**src/rtl/hazard_scoreboard.sv**
```systemverilog
// -----------------------------------------------------------------------------
// hazard_scoreboard
//   Hazard unit for the 5-stage core with multi-cycle (MUL/DIV) support.
//   - Forwarding from M / W into the execute stage operands.
//   - Load-use and branch-compare stalls.
//   - Per-register pending-write scoreboard for long-latency results (RAW and
//     WAW against decode), plus a structural stall when the long unit cannot
//     take a new op.
//   - A taken branch resolved in E wins over any stall: it clears IF/ID and
//     bubbles ID/EX instead of holding the front end.
//
// Optional feature macro: HAZARD_PERF_EN
//   defined   : StallCount / FlushCount are saturating cycle counters of
//               StallD / FlushD, cleared by rst.
//   undefined : no counter flops; both outputs tied to zero.
//
// Ports
//   clk, rst                      clock (rising edge), async active-high reset
//   Rs1D, Rs2D, RdD               decode-stage source/dest tags
//   RegWriteD, BranchD, LongOpD   decode-stage instruction attributes
//   Rs1E, Rs2E, RdE               execute-stage tags
//   RegWriteE, ResultSrcE         execute write enable, result source (01=load)
//   LongOpE                       execute instruction issues to long unit now
//   PCSrcE                        taken branch/jump resolved in E
//   RdM, RdW, RegWriteM/W         memory / writeback dest tags and enables
//   ResultSrcM                    memory-stage result source (01=load)
//   LongBusy                      long unit cannot accept a new op
//   LongDoneValid, LongDoneRd     long unit writes LongDoneRd to the RF now
//   ForwardAE, ForwardBE          00 RF, 10 from M, 01 from W
//   StallF, StallD                hold PC / IF-ID register
//   FlushE, FlushD                bubble ID-EX / clear IF-ID
//   StallCount, FlushCount        performance counters
//
// Handshake note: LongOpE is a single-cycle issue strobe (the long unit is
// assumed to accept whenever it is asserted, since structural stalls keep a
// busy unit from ever seeing it) and LongDoneValid is a single-cycle
// completion strobe with LongDoneRd valid in the same cycle; neither has a
// ready/back-pressure path into this block.
// -----------------------------------------------------------------------------
module hazard_scoreboard #(
  parameter int REG_ADDR_W = 5,
  parameter int PERF_W     = 32
) (
  input  logic                  clk,
  input  logic                  rst,
  input  logic [REG_ADDR_W-1:0] Rs1D,
  input  logic [REG_ADDR_W-1:0] Rs2D,
  input  logic [REG_ADDR_W-1:0] RdD,
  input  logic                  RegWriteD,
  input  logic                  BranchD,
  input  logic                  LongOpD,
  input  logic [REG_ADDR_W-1:0] Rs1E,
  input  logic [REG_ADDR_W-1:0] Rs2E,
  input  logic [REG_ADDR_W-1:0] RdE,
  input  logic                  RegWriteE,
  input  logic [1:0]            ResultSrcE,
  input  logic                  LongOpE,
  input  logic                  PCSrcE,
  input  logic [REG_ADDR_W-1:0] RdM,
  input  logic [REG_ADDR_W-1:0] RdW,
  input  logic                  RegWriteM,
  input  logic                  RegWriteW,
  input  logic [1:0]            ResultSrcM,
  input  logic                  LongBusy,
  input  logic                  LongDoneValid,
  input  logic [REG_ADDR_W-1:0] LongDoneRd,
  output logic [1:0]            ForwardAE,
  output logic [1:0]            ForwardBE,
  output logic                  StallF,
  output logic                  StallD,
  output logic                  FlushE,
  output logic                  FlushD,
  output logic [PERF_W-1:0]     StallCount,
  output logic [PERF_W-1:0]     FlushCount
);

  localparam int NUM_REGS = 2 ** REG_ADDR_W;
  localparam logic [REG_ADDR_W-1:0] ZERO_TAG = '0;
  localparam logic [1:0] SRC_LOAD = 2'b01;

  // ---------------------------------------------------------------------------
  // Pending-write scoreboard
  // ---------------------------------------------------------------------------
  logic [NUM_REGS-1:0] pending;
  logic [NUM_REGS-1:0] pending_next;

  // Clear first, then set, so an issue and a completion on the same tag in the
  // same cycle leave the entry pending (the new writer is still outstanding).
  // Entry 0 is hard-wired clear because x0 is never written.
  always_comb begin
    pending_next = pending;
    if (LongDoneValid)
      pending_next[LongDoneRd] = 1'b0;
    if (LongOpE && (RdE != ZERO_TAG))
      pending_next[RdE] = 1'b1;
    pending_next[0] = 1'b0;
  end

  always_ff @(posedge clk or posedge rst) begin
    if (rst)
      pending <= '0;
    else
      pending <= pending_next;
  end

  // ---------------------------------------------------------------------------
  // Forwarding into E (M has priority over W; x0 is never forwarded)
  // ---------------------------------------------------------------------------
  function automatic logic [1:0] fwd_sel(input logic [REG_ADDR_W-1:0] rs);
    logic [1:0] sel;
    sel = 2'b00;
    if (rs != ZERO_TAG) begin
      if (RegWriteM && (RdM == rs))
        sel = 2'b10;
      else if (RegWriteW && (RdW == rs))
        sel = 2'b01;
    end
    return sel;
  endfunction

  assign ForwardAE = fwd_sel(Rs1E);
  assign ForwardBE = fwd_sel(Rs2E);

  // ---------------------------------------------------------------------------
  // Stall sources
  // ---------------------------------------------------------------------------
  // True when a non-zero producer tag matches either decode source.
  function automatic logic src_match(input logic [REG_ADDR_W-1:0] rd);
    return (rd != ZERO_TAG) && ((rd == Rs1D) || (rd == Rs2D));
  endfunction

  logic lw_stall;
  logic br_stall;
  logic sb_raw;
  logic sb_waw;
  logic sb_stall;
  logic struct_stall;
  logic any_stall;

  assign lw_stall     = (ResultSrcE == SRC_LOAD) && src_match(RdE);
  assign br_stall     = BranchD &&
                        ((RegWriteE && src_match(RdE)) ||
                         ((ResultSrcM == SRC_LOAD) && src_match(RdM)));
  // pending[0] is always clear, so x0 sources never stall here.
  assign sb_raw       = pending[Rs1D] || pending[Rs2D];
  assign sb_waw       = RegWriteD && pending[RdD];
  assign sb_stall     = sb_raw || sb_waw;
  // An op entering the long unit from E this cycle occupies it as well.
  assign struct_stall = LongOpD && (LongBusy || LongOpE);
  assign any_stall    = lw_stall || br_stall || sb_stall || struct_stall;

  // A taken branch squashes the decode instruction, so holding it would be
  // pointless; the front end redirects instead. The op in E (possibly a long
  // op that already set its scoreboard bit) is older and is not touched.
  assign StallF = any_stall && !PCSrcE;
  assign StallD = any_stall && !PCSrcE;
  assign FlushD = PCSrcE;
  assign FlushE = any_stall || PCSrcE;

  // ---------------------------------------------------------------------------
  // Performance counters
  // ---------------------------------------------------------------------------
`ifdef HAZARD_PERF_EN
  logic [PERF_W-1:0] stall_count;
  logic [PERF_W-1:0] flush_count;

  always_ff @(posedge clk or posedge rst) begin
    if (rst) begin
      stall_count <= '0;
      flush_count <= '0;
    end else begin
      if (StallD && (stall_count != {PERF_W{1'b1}}))
        stall_count <= stall_count + 1'b1;
      if (FlushD && (flush_count != {PERF_W{1'b1}}))
        flush_count <= flush_count + 1'b1;
    end
  end

  assign StallCount = stall_count;
  assign FlushCount = flush_count;
`else
  assign StallCount = '0;
  assign FlushCount = '0;
`endif

endmodule

```
**config.mk**
```make
export PLATFORM = sky130hd
export DESIGN_NAME = hazard_scoreboard
export DESIGN_NICKNAME = d
export VERILOG_FILES = /design/src/rtl/hazard_scoreboard.sv
export SDC_FILE = /design/constraint.sdc
export NUM_CORES = 1
export LEC_CHECK = 0
export CAP_MARGIN = 20
export CORE_AREA = 3 3 90 92
export CTS_CLUSTER_DIAMETER = 30
export DETAILED_ROUTE_END_ITERATION = 12
export DIE_AREA = 0 0 93 95
export PLACE_DENSITY = 0.88
export SYNTH_ARGS = -nofsm -noshare
export SYNTH_HDL_FRONTEND = slang
export SYNTH_SLANG_ARGS = --single-unit
```
**constraint.sdc**
```tcl
create_clock -name clk -period 3.3 [get_ports clk]
set_input_delay 0.66 -clock clk [delete_from_list [all_inputs] [get_ports clk]]
set_output_delay 0.66 -clock clk [all_outputs]
set_load 0.02 [all_outputs]
```
# Word level (Yosys, flattened, before mapping)
# Cells that the tools add are included.
[totals] inputBits=61 out_inout_bits=72 ff_bits=31 wordCells=70
[op_classes] n_eq_ne=10 n_bitwise=3 mux=18 magnitude_cmp=7 n_reduce_logical=31
[op_table] cell="2-to-1 mux 32 bit" count=2
[op_table] cell="== test 5 bit" count=8
[op_table] cell="bitwise AND 32 bit" count=1
[op_table] cell="NOT 32 bit" count=1
[op_table] cell="OR 32 bit" count=1
[op_table] cell="< comparator 5 x 6 -> 1 bit (second input constant)" count=5
[op_table] cell="nonzero test 5 bit" count=4
[op_table] cell="logical AND 1 bit" count=16
[op_table] cell="binary-select mux 1 bit (select 5 bit)" count=3
[op_table] cell="demux 1 bit (select 5 bit)" count=2
[op_table] cell=">= comparator 5 x 1 -> 1 bit (second input constant)" count=2
[op_table] cell="logical OR 1 bit" count=10
[op_table] cell="2-to-1 mux 2 bit" count=4
[op_table] cell="2-to-1 mux 1 bit" count=7
[op_table] cell="== test 2 x 1 -> 1 bit (second input constant)" count=2
[op_table] cell="zero test 1 bit" count=1

# Longest topological paths before layout
# Gate-level depths: netlist of run 1.
[depth] ltp_word=10 mapped_depth=9 depth_no_buf=6

# Worst setup path before layout of run 1
# OpenSTA, ideal clock, no wires.
[synth_timing] path_kind="input-to-output" from="input port Rs1D[2]" to="output port StallF" slack_ps=31 stages=6 n_path_buf=2 required_time_ps=2640 arrival_ps=2609 path_cell_list="clkbuf_1 mux4_1 mux4_2 a32oi_1 a21oi_1 buf_4"
[synth_between] elab_chain_len=10 word_cells_on_any_way=19 classes_between="2 x eq/ne; 2 x mux; 15 x reduce/logical"
[synth_lines] element="from (decl)" line_no="46" source="input logic [REG_ADDR_W-1:0] Rs1D,"
[synth_lines] element="parallel branches: the longest is 7 deep, another holds binary-select mux 1 bit (select 5 bit)"
[synth_lines] element="logical OR 1 bit (*) (2 in a row)" line_no="150" source="assign any_stall = lw_stall || br_stall || sb_stall || struct_stall;"
[synth_lines] element="logical AND 1 bit (*)"
[synth_lines] element="to (decl)" line_no="69" source="output logic StallF,"
# Mark *: on every way between the ends. The select of a mux whose other input is x is not followed.

# Final worst setup path of run 1
[layout_timing] from="input port RdM[0]" to="output port ForwardBE[0]"
[layout_between] elab_chain_len=4
[layout_lines] element="from (decl)" line_no="59" source="input logic [REG_ADDR_W-1:0] RdM,"
[layout_lines] element="== test 5 bit" line_no="113" source="if (RegWriteM && (RdM == rs))"
[layout_lines] element="logical AND 1 bit" line_no="113"
[layout_lines] element="2-to-1 mux 2 bit" line_no="113"
[layout_lines] element="2-to-1 mux 2 bit" line_no="112" source="if (rs != ZERO_TAG) begin"
[layout_lines] element="to (decl)" line_no="68" source="output logic [1:0] ForwardBE,"
# Every way passes these cells.

==> key figures, run 1 <==
Status
  – Outcome: completed

Global route
  – Initial antenna violation count: 1
  – Pin count of the biggest net entering global routing: 32
  – Vias in the first global route: about 3000
  – First-pass GRT wire length: between 15 and 20 mm
  – Total gr overflow: 0
  – Gr usage total: 22.08%

Synthesis
  – Sequential cell area fraction in the yosys report: between 20% and 30%
  – Yosys warns: 0
  – Distinct cells, synth: 47
  – Async SR Flop Fraction: 100.0%
  – Synth Register Bits: 31
  – Post-synth EDFFs: 0
  – Top_reg_cell synth: dfrtp_1
  – Syn Area/Cell: about 9 um2
  – Post-Syn Area: roughly 3200 um2
  – Gate count after technology mapping: roughly 360

Clocking
  – CTS tree: built
  – Clk Tree Root Cell: clkbuf_8
  – CTS Buffer Depth: 2
  – Clock slew at reported path FFs: about 60 ps
  – CTS Hold Buffers Added: 0
  – Clk sinks: 31
  – H-tree levels: 2
  – Worst skew pair latency: around 280 ps
  – CTS buffer count: 5

Setup path
  – Cell mode on critical path: clkdlybuf4s50_1
  – Setup CP Type: in -> out
  – Slowest-stage cell, CP: clkdlybuf4s50_1
  – Cell chain of the critical path: clkdlybuf4s50_1 > buf_4 > xor2_1 > nor4_1 > and3_1 > nor3_1 > clkdlybuf4s50_1
  – Crit path required time: about 2600 ps
  – CP endpoint kind: primary output
  – Critical path startpoint category: primary input
  – R2r setup slk: roughly 2500 ps
  – RR Startpoint: pending[7]$_DFF_PP0_
  – Critical Path AT: 2580 ps
  – Highest cell delay on the worst timing path: ~630 ps
  – Crit-path max FO: 3
  – R2r endpoint: pending[7]$_DFF_PP0_
  – FF-to-FF path depth: 2

Placed design
  – Placer Congestion: slightly below 1
  – DP Worst Slack: -821.7 ps
  – Dpl cell area: 4018 um2
  – Dpl hpwl: about 7.7 mm
  – Buffers added on ports: 68
  – Placed cells: 546

Floorplan
  – Die area: slightly below 9000 um2
  – Core Area: approximately 7300 um2
  – I/O Pins: about 130
  – Row Count: 31
  – Die width: approximately 93 um
  – Initial Util: between 40% and 50%
  – Die Y: about 95 um

Finish
  – Post-Layout Inst Area: between 4000 and 5000 um2
  – Number of flip-flops in the largest register: 31
  – Non-Filler Instances: approximately 560
  – Share of layout cells above drive strength 1: between 10% and 20%
  – Synth-to-layout area growth: 29.94%
  – # diodes: 0
  – Most flop-heavy register: pending
  – Fillcell total: 618
  – Layout Utilization: slightly below 60%
  – Top Registers: pending x31
  – Final #Nets: slightly above 500
  – Most frequent cells in the layout: 64 x conb_1, 54 x clkdlybuf4s50_1, 42 x buf_4, 38 x o21ai_1, 31 x dfrtp_1
  – Commonest non-fill, non-tap cell in the layout: conb_1

Timing
  – Post-route setup slack: roughly 64 ps
  – Final hold vios: 0
  – Period utilisation layout: 98.06%
  – Clock skew: 0 ps
  – Fin Setup TNS: 0 ps
  – F_max: ~310 MHz
  – Finish-stage setup viols: 0
  – RSZ-0062 raised after global routing: no
  – Max Slew Vio Count: 0
  – Post-layout min period: 3236 ps

Pwr
  – Lkg Pwr: between 1.5 and 2 nW
  – Maximum vdd ir drop: slightly above 200 uV
  – PD cells: between 300 and 400 nW/um2

Routing
  – Post-route DRC: 0
  – Drt pass-1 iters: 4
  – Post-DRT Antenna Nets: 0
  – Routed wire per std cell: 17.45 um
  – Vias/cell: between 5 and 6
  – Vias: between 3000 and 4000
  – Final WL: 9.703 mm
  – Initial DRC count: ~270

Hold path
  – WHS Path Cells: 2
  – Hold Path End: pending[30]$_DFF_PP0_
  – Min-delay worst type: reg -> reg
  – Hold Startpoint: pending[30]$_DFF_PP0_

Job
  – Max Cap Viol: 0
==> cells in the mapped netlist (3+ instances only) <==
| cell type | count | share of area [%] |
|---|---|---|
| dfrtp_1 | 31 | 24 |
| nor4_1 | 4 | 0.77 |
| o21ai_0 | 24 | 3.7 |
| xnor2_1 | 22 | 5.9 |
| nand3_1 | 12 | 1.9 |
| nand2b_1 | 4 | 0.77 |
| inv_1 | 5 | 0.58 |
| nand2_1 | 8 | 0.93 |
| mux4_1 | 7 | 5.7 |
| nor2_1 | 8 | 0.93 |
| buf_4 | 66 | 15 |
| mux2i_1 | 12 | 3.7 |
| nor3_1 | 6 | 0.93 |
| a22oi_1 | 4 | 0.93 |
| a21oi_1 | 8 | 1.2 |
| mux2_1 | 4 | 1.4 |
| or3b_1 | 6 | 1.6 |
| nand3b_1 | 11 | 2.5 |
| nor2b_1 | 6 | 1.2 |
| mux4_2 | 9 | 6.2 |
| xor2_1 | 17 | 4.6 |
| buf_2 | 3 | 0.46 |
| clkbuf_1 | 13 | 1.5 |
| o21ai_1 | 38 | 5.9 |
==> worst max-delay path: cells and delay by family <==
kind | cells | cell delay, ps
simple gates | 3 | 420
buf+inv | 3 | 1330
xor+xnor | 1 | 160
==> metrics by stage <==
stage	hold WS, ps	power [mW]
2_1_floorplan	491.5	0.9984
3_3_place_gp	551.6	1.181
3_5_place_dp	558.2	1.201
4_1_cts	585.8	1.540
5_1_grt	614.1	1.651
6_report	601.5	1.569
==> timing repair <==
item / in CTS / in global routing
pin swaps: 6 / 6
hold endpoints to repair: 0 / 0
gates cloned: 0 / 0
resized for setup: 34 / 19
setup endpoints to repair: 4 / 5
buffers inserted: 0 / 2
==> cells by family after synthesis <==
logic type	synth area share [%]
buffers and inverters	18.75
AOI/OAI and AO/OA	15.55
and+or+nand+nor	13.43
xor gates and xnor gates	10.53
muxes	17.71
DFF	23.92
other	0.1156
==> per-layer routing <==
| metal | part of all wire (%) | track usage (%) |
|---|---|---|
| met4 | 3.1 | 8.303 |
| met5 | 0.072 | 0 |
| met1 | 38 | 26.48 |
| met3 | 9.4 | 4.781 |
| met2 | 50 | 38.81 |
==> how the worst max path moves through the flow <==
| stage | start | endpoint | slack, ps | cells after the start |
|---|---|---|---|---|
| 2_1_floorplan | Rs1D[2] | StallF | 30 | 6 |
| 3_3_place_gp | Rs1D[0] | StallF | -790 | 8 |
| 3_5_place_dp | Rs1D[0] | StallF | -820 | 8 |
| 4_1_cts | RdD[0] | StallF | 3 | 9 |
| 5_1_grt | Rs1D[0] | FlushE | 0.1 | 8 |
| 6_report | RdM[0] | ForwardBE[0] | 60 | 7 |
==> where the power goes <==
part / internal [mW] / total [mW] / switching, mW
sequential: 0.470 / 0.580 / 0.110
clock: 0.190 / 0.324 / 0.134
combinational: 0.336 / 0.666 / 0.330
total: 0.995 / 1.57 / 0.574
==> layout make-up <==
class | instances | area [um2] | area share, %
tap | 99 | 123.9 | 2.939
sequential | 31 | 775.7 | 18.41
inverter | 5 | 18.77 | 0.4454
clock buffer | 8 | 100.1 | 2.375
timing repair buffer | 113 | 1032 | 24.50
multi-input combinational | 300 | 2163 | 51.34
Note: power is estimated with default switching activity, not from simulation.
==> run 2: changes to the inputs <==
Settings changed: CORE_AREA 3 3 90 92 to 3 3 87 89, CTS_CLUSTER_SIZE from default to 16, DIE_AREA 0 0 93 95 to 0 0 90 92, PLACE_DENSITY 0.88 to 0.93.
Clock period 3.3 ns to 4.1 ns, I/O delays scaled along.
==> run 2 against run 1 <==
  * Core utilization increased by 2.0 points
  * Flip-flop and latch count unchanged
  * Highest routed layer is now met4
  * Wire length decreased by 2.9%
  * Largest power group unchanged
  * Global-route usage decreased by 0.24 points
  * Setup slack got worse by 24 ps
==> key figures, run 2 (synthesized netlist as in run 1, its figures left out) <==
Timing
  – Clock skew: 0 ps
  – Post-route setup slack: 40.21 ps
  – Slew of the pin with the lowest slew margin: between 500 and 600 ps
  – F_max: between 200 and 250 MHz
  – Hold WS: approximately 600 ps
  – Period utilisation layout: between 90% and 100%
  – Max Slew Vio Count: 0
  – Final hold vios: 0
  – Slew headroom: 62.29%
  – Fin Setup TNS: 0 ps
  – Finish-stage setup viols: 0
  – RSZ-0062 raised after global routing: yes
  – Post-layout min period: about 4000 ps

Routing
  – Post-DRT Antenna Nets: 0
  – Met3 wire length: roughly 1.0 mm
  – WL met2: ~4.6 mm
  – Final WL: around 9.4 mm
  – Routed wire per std cell: between 15 and 20 um
  – Drt pass-1 iters: 5
  – Initial DRC count: 255
  – Vias/cell: 5.544
  – Metal-1 WL: between 3 and 4 mm
  – Post-route DRC: 0
  – Vias: around 3000
  – Top Metal Used: met4

Finish
  – Area of the multi-input gates: approximately 2100 um2
  – Fillcell total: approximately 610
  – Most frequent cells in the layout: 64 x conb_1, 63 x clkdlybuf4s50_1, 38 x o21ai_1, 31 x dfrtp_1, 26 x buf_4
  – Final #Nets: ~500
  – Number of flip-flops in the largest register: 31
  – # diodes: 0
  – Commonest non-fill, non-tap cell in the layout: conb_1
  – Synth-to-layout area growth: 25.89%
  – Top Registers: pending x31
  – Share of layout cells above drive strength 1: 11.56%
  – Area taken by flip-flops and latches: approximately 780 um2
  – Most flop-heavy register: pending
  – Non-Filler Instances: between 500 and 600

Pwr
  – Lkg Pwr: about 1.7 nW
  – Maximum vdd ir drop: just under 300 uV
  – PD cells: about 310 nW/um2

Setup path
  – Crit path required time: 3280 ps
  – CP endpoint kind: primary output
  – WP depth: 7
  – Setup CP Type: in -> out
  – Slowest-stage cell, CP: mux4_1
  – FF-to-FF path depth: 2
  – CP bufs+invs: 3
  – Highest cell delay on the worst timing path: 570 ps
  – CP startpoint: Rs1D[2]
  – Cell chain of the critical path: clkdlybuf4s50_1 > buf_4 > mux4_1 > mux4_2 > a32oi_2 > a21oi_1 > dlygate4sd2_1
  – RR Startpoint: pending[13]$_DFF_PP0_
  – Critical Path AT: around 3200 ps
  – R2r setup slk: roughly 3300 ps
  – Crit-path max FO: 10
  – Critical path startpoint category: primary input
  – Cell family with most CP delay: buffers and inverters

Global route
  – Gr usage total: 21.84%
  – Total gr overflow: 0
  – First-pass GRT wire length: around 15 mm
  – Vias in the first global route: roughly 2900
  – Pin count of the biggest net entering global routing: 32
  – Initial antenna violation count: 0

Placed design
  – DP Worst Slack: -456.6 ps
  – Placer Congestion: 0.9882
  – Placed cells: ~530
  – Dpl hpwl: 7.582 mm
  – Buffers added on ports: between 60 and 70

Hold path
  – Min-delay worst type: reg -> reg
  – Hold Startpoint: pending[3]$_DFF_PP0_
  – WHS Path Cells: 2

Clocking
  – CTS buffer count: 5
  – H-tree levels: 2
  – Setup bufs post-CTS: 0
  – Clock slew at reported path FFs: ~70 ps
  – CTS tree: built
  – Worst skew pair latency: roughly 280 ps
  – Clk Tree Root Cell: clkbuf_8
  – CTS Buffer Depth: 2
  – Clk sinks: 31

Floorplan
  – Die area: roughly 8300 um2
  – I/O Pins: around 130
  – Die width: 90 um
  – Initial Util: 47.47%
  – Core Area: 6832 um2
  – Die Y: approximately 90 um
  – Row Count: 30

Status
  – Outcome: completed

Job
  – Max Cap Viol: 0
==> run 2: cell count changes in the layout (fill, tap and decap cells not counted), sizes merged <==
| cell | change |
|---|---|
| dlygate4sd2 | +1 |
| dlymetal6s2s | -4 |
| clkdlybuf4s50 | +9 |
| clkinv | +1 |
| buf | -20 |
| bufinv | +1 |
| clkdlybuf4s15 | -1 |
| clkbuf | -3 |
==> run 2: power by group <==
group / internal, mW / leakage, nW / total, mW / switching (mW)
clock: 0.196 / 0.0612 / 0.312 / 0.115
combinational: 0.249 / 1.25 / 0.491 / 0.241
sequential: 0.378 / 0.380 / 0.477 / 0.0996
total: 0.824 / 1.69 / 1.28 / 0.456
==> run 2: path summary, 6_finish.rpt <==
path,end
setup reg to reg,pending[13]$_DFF_PP0_
hold / removal,pending[3]$_DFF_PP0_
min in group asynchronous,pending[5]$_DFF_PP0_
setup / recovery,StallD
hold reg to reg,pending[3]$_DFF_PP0_
max in group asynchronous,pending[10]$_DFF_PP0_
==> run 2: per-layer routing <==
metal,vias up,GRT usage (%)
met5,-,0
met4,0,6.633
met3,19,4.594
met2,181,36.65
met1,1438,28.36
li1,1339,-
==> run 2: final cells by class <==
| class | count | share of cell area, % |
|---|---|---|
| Tap cell | 96 | 2.942 |
| Sequential cell | 31 | 19.00 |
| Inverter | 5 | 0.4597 |
| Timing Repair Buffer | 97 | 23.05 |
| Clock inverter | 2 | 0.8581 |
| Clock buffer | 6 | 2.023 |
| Multi-Input combinational cell | 300 | 51.67 |
==> run 2: metrics by stage <==
stage                     cell area [um2]  power [mW]  utilization [%]
after detailed placement             3926      0.9558            57.47
after global placement               3926      0.9376            57.47
after global routing                 4083       1.343            59.76
after floorplan                      3480      0.8036                -
after CTS                            4045       1.270            59.21
final                                4083       1.279            59.76
==> run 2: worst reg2reg max path: cells and delay by family, from the launching register on <==
kind / cells / cell delay, ps
flops: 1 / 440
compound gates: 2 / 230
==> run 2: what timing repair did <==
action,4_1_cts,5_1_grt
gates resized for setup,5,2
hold buffers,0,0
cloned,0,0
pin swaps,0,1
setup endpoints to repair,3,3
hold endpoints to repair,0,0
==> edit, RTL diff (settings of run 1) <==
Change the parameter `REG_ADDR_W` from 5 to 4.
--- a/src/rtl/hazard_scoreboard.sv
+++ b/src/rtl/hazard_scoreboard.sv
@@ -40,3 +40,3 @@
 module hazard_scoreboard #(
-  parameter int REG_ADDR_W = 5,
+  parameter int REG_ADDR_W = 4,
   parameter int PERF_W     = 32
Ports: changed (9 resized); port bits go from 133 to 124. No check against the original RTL was run, so the function may have changed too.
==> edit against run 1 <==
Clock power decreased by 54%. Total power shrank 47%. Final cell count shrank 25%. Design area fell by 35%. Utilization decreased by 20 points. Synthesized area shrank 36%. Sequential cell count shrank 16. Die area unchanged. Wire length down 40%. Synthesized cell count is 30% lower. Via count is 38% lower. Setup slack improved by 0.049 ns. Largest power group unchanged. Highest routed layer is now met4.
==> edit: results (changes against run 1) <==
Routed wl met3 = 621 um (-32%)
Sequential-cell power consumption = 0.277 mW (-52%)
Non-CTS buffers = 81 (-28%)
Outcome = finished clean
Number of antenna violations at the first check in global routing = 0 (-1)
Area share of the leading cell type in the synthesized netlist = 23.9% (-0.064 points)
Detailed-route wire length on metal 1 = 2.08 mm (-43%)
Number of non-clock inverters in the layout = 6 (+1)
Critical path fanouts, max = 6 (+3)
Mux cell area share after synthesis = 12.0% (-5.7 points)
Synth Register Bits = 15 (-52%)
PostCTS Resize Cnt = 31 (-8.8%)
Register area share after synthesis = 18.1% (-5.8 points)
Reg-to-reg startpoint = pending[12]
Cell variety after synth = 39 (-17%)
XOR/XNOR Fraction of Synth Area = 12.7% (+2.1 points)
Startpoint of the lowest-slack hold path = pending[1]
Share of layout cells above drive strength 1 = 17.6% (-0.17 points)
CP peak stage delay = 0.50 ns (-0.13 ns)
Startpoint of the most critical setup path = Rs1D[2]
Drt total wl = 5.78 mm (-40%)
Cell types with the largest area share after synthesis = sky130_fd_sc_hd__buf_4, sky130_fd_sc_hd__dfrtp_1, sky130_fd_sc_hd__xnor2_1
Worst supply voltage drop on vdd = 0.139 mV (-31%)
Met1 usage in global routing = 13.8% (-13 points)
Worst Setup Slack post-DPL = -0.550 ns (+0.272 ns)
Storage element area = 375 um^2 (-52%)
Hpwl dp = 4.93 mm (-36%)
Leading registers by flop count = pending (15)
DR top layer = met4
Setup fix buffers added after clock tree synthesis = 1 (+1)
Signal arrival time at the worst endpoint = 2.53 ns (-0.05 ns)
Net switching component of the power = 0.325 mW (-43%)
Clk power = 0.150 mW (-54%)
Layout multi-input combinational cell count = 213 (-29%)
Largest net degree at the start of global routing = 16 (-50%)
Complex-gate fraction of the synthesized area = 15.0% (-0.55 points)
Signal buffers share of area = 27.4% (+2.9 points)
==> edit: cell count changes after synthesis, moves of 6 or more <==
cell                       delta
sky130_fd_sc_hd__o21ai_1     -38
sky130_fd_sc_hd__dfrtp_1     -16
sky130_fd_sc_hd__mux2i_1     -11
sky130_fd_sc_hd__xor2_1      -11
sky130_fd_sc_hd__nand3_1      -9
sky130_fd_sc_hd__nand3b_1     -7
sky130_fd_sc_hd__mux4_1       -6
sky130_fd_sc_hd__nor2_1       -6
sky130_fd_sc_hd__or3b_1       -6
==> edit: stage by stage <==
| stage | instance area (um^2) | total power [mW] | TNS (ns) | instances |
|---|---|---|---|---|
| after floorplan | 2310 | 0.572 | 0 | 313 |
| after global placement | 2640 | 0.659 | -1.55 | 413 |
| after detailed placement | 2640 | 0.671 | -1.70 | 413 |
| after CTS | 2710 | 0.826 | 0 | 418 |
| after global routing | 2730 | 0.880 | 0 | 418 |
| final | 2730 | 0.830 | 0 | 418 |
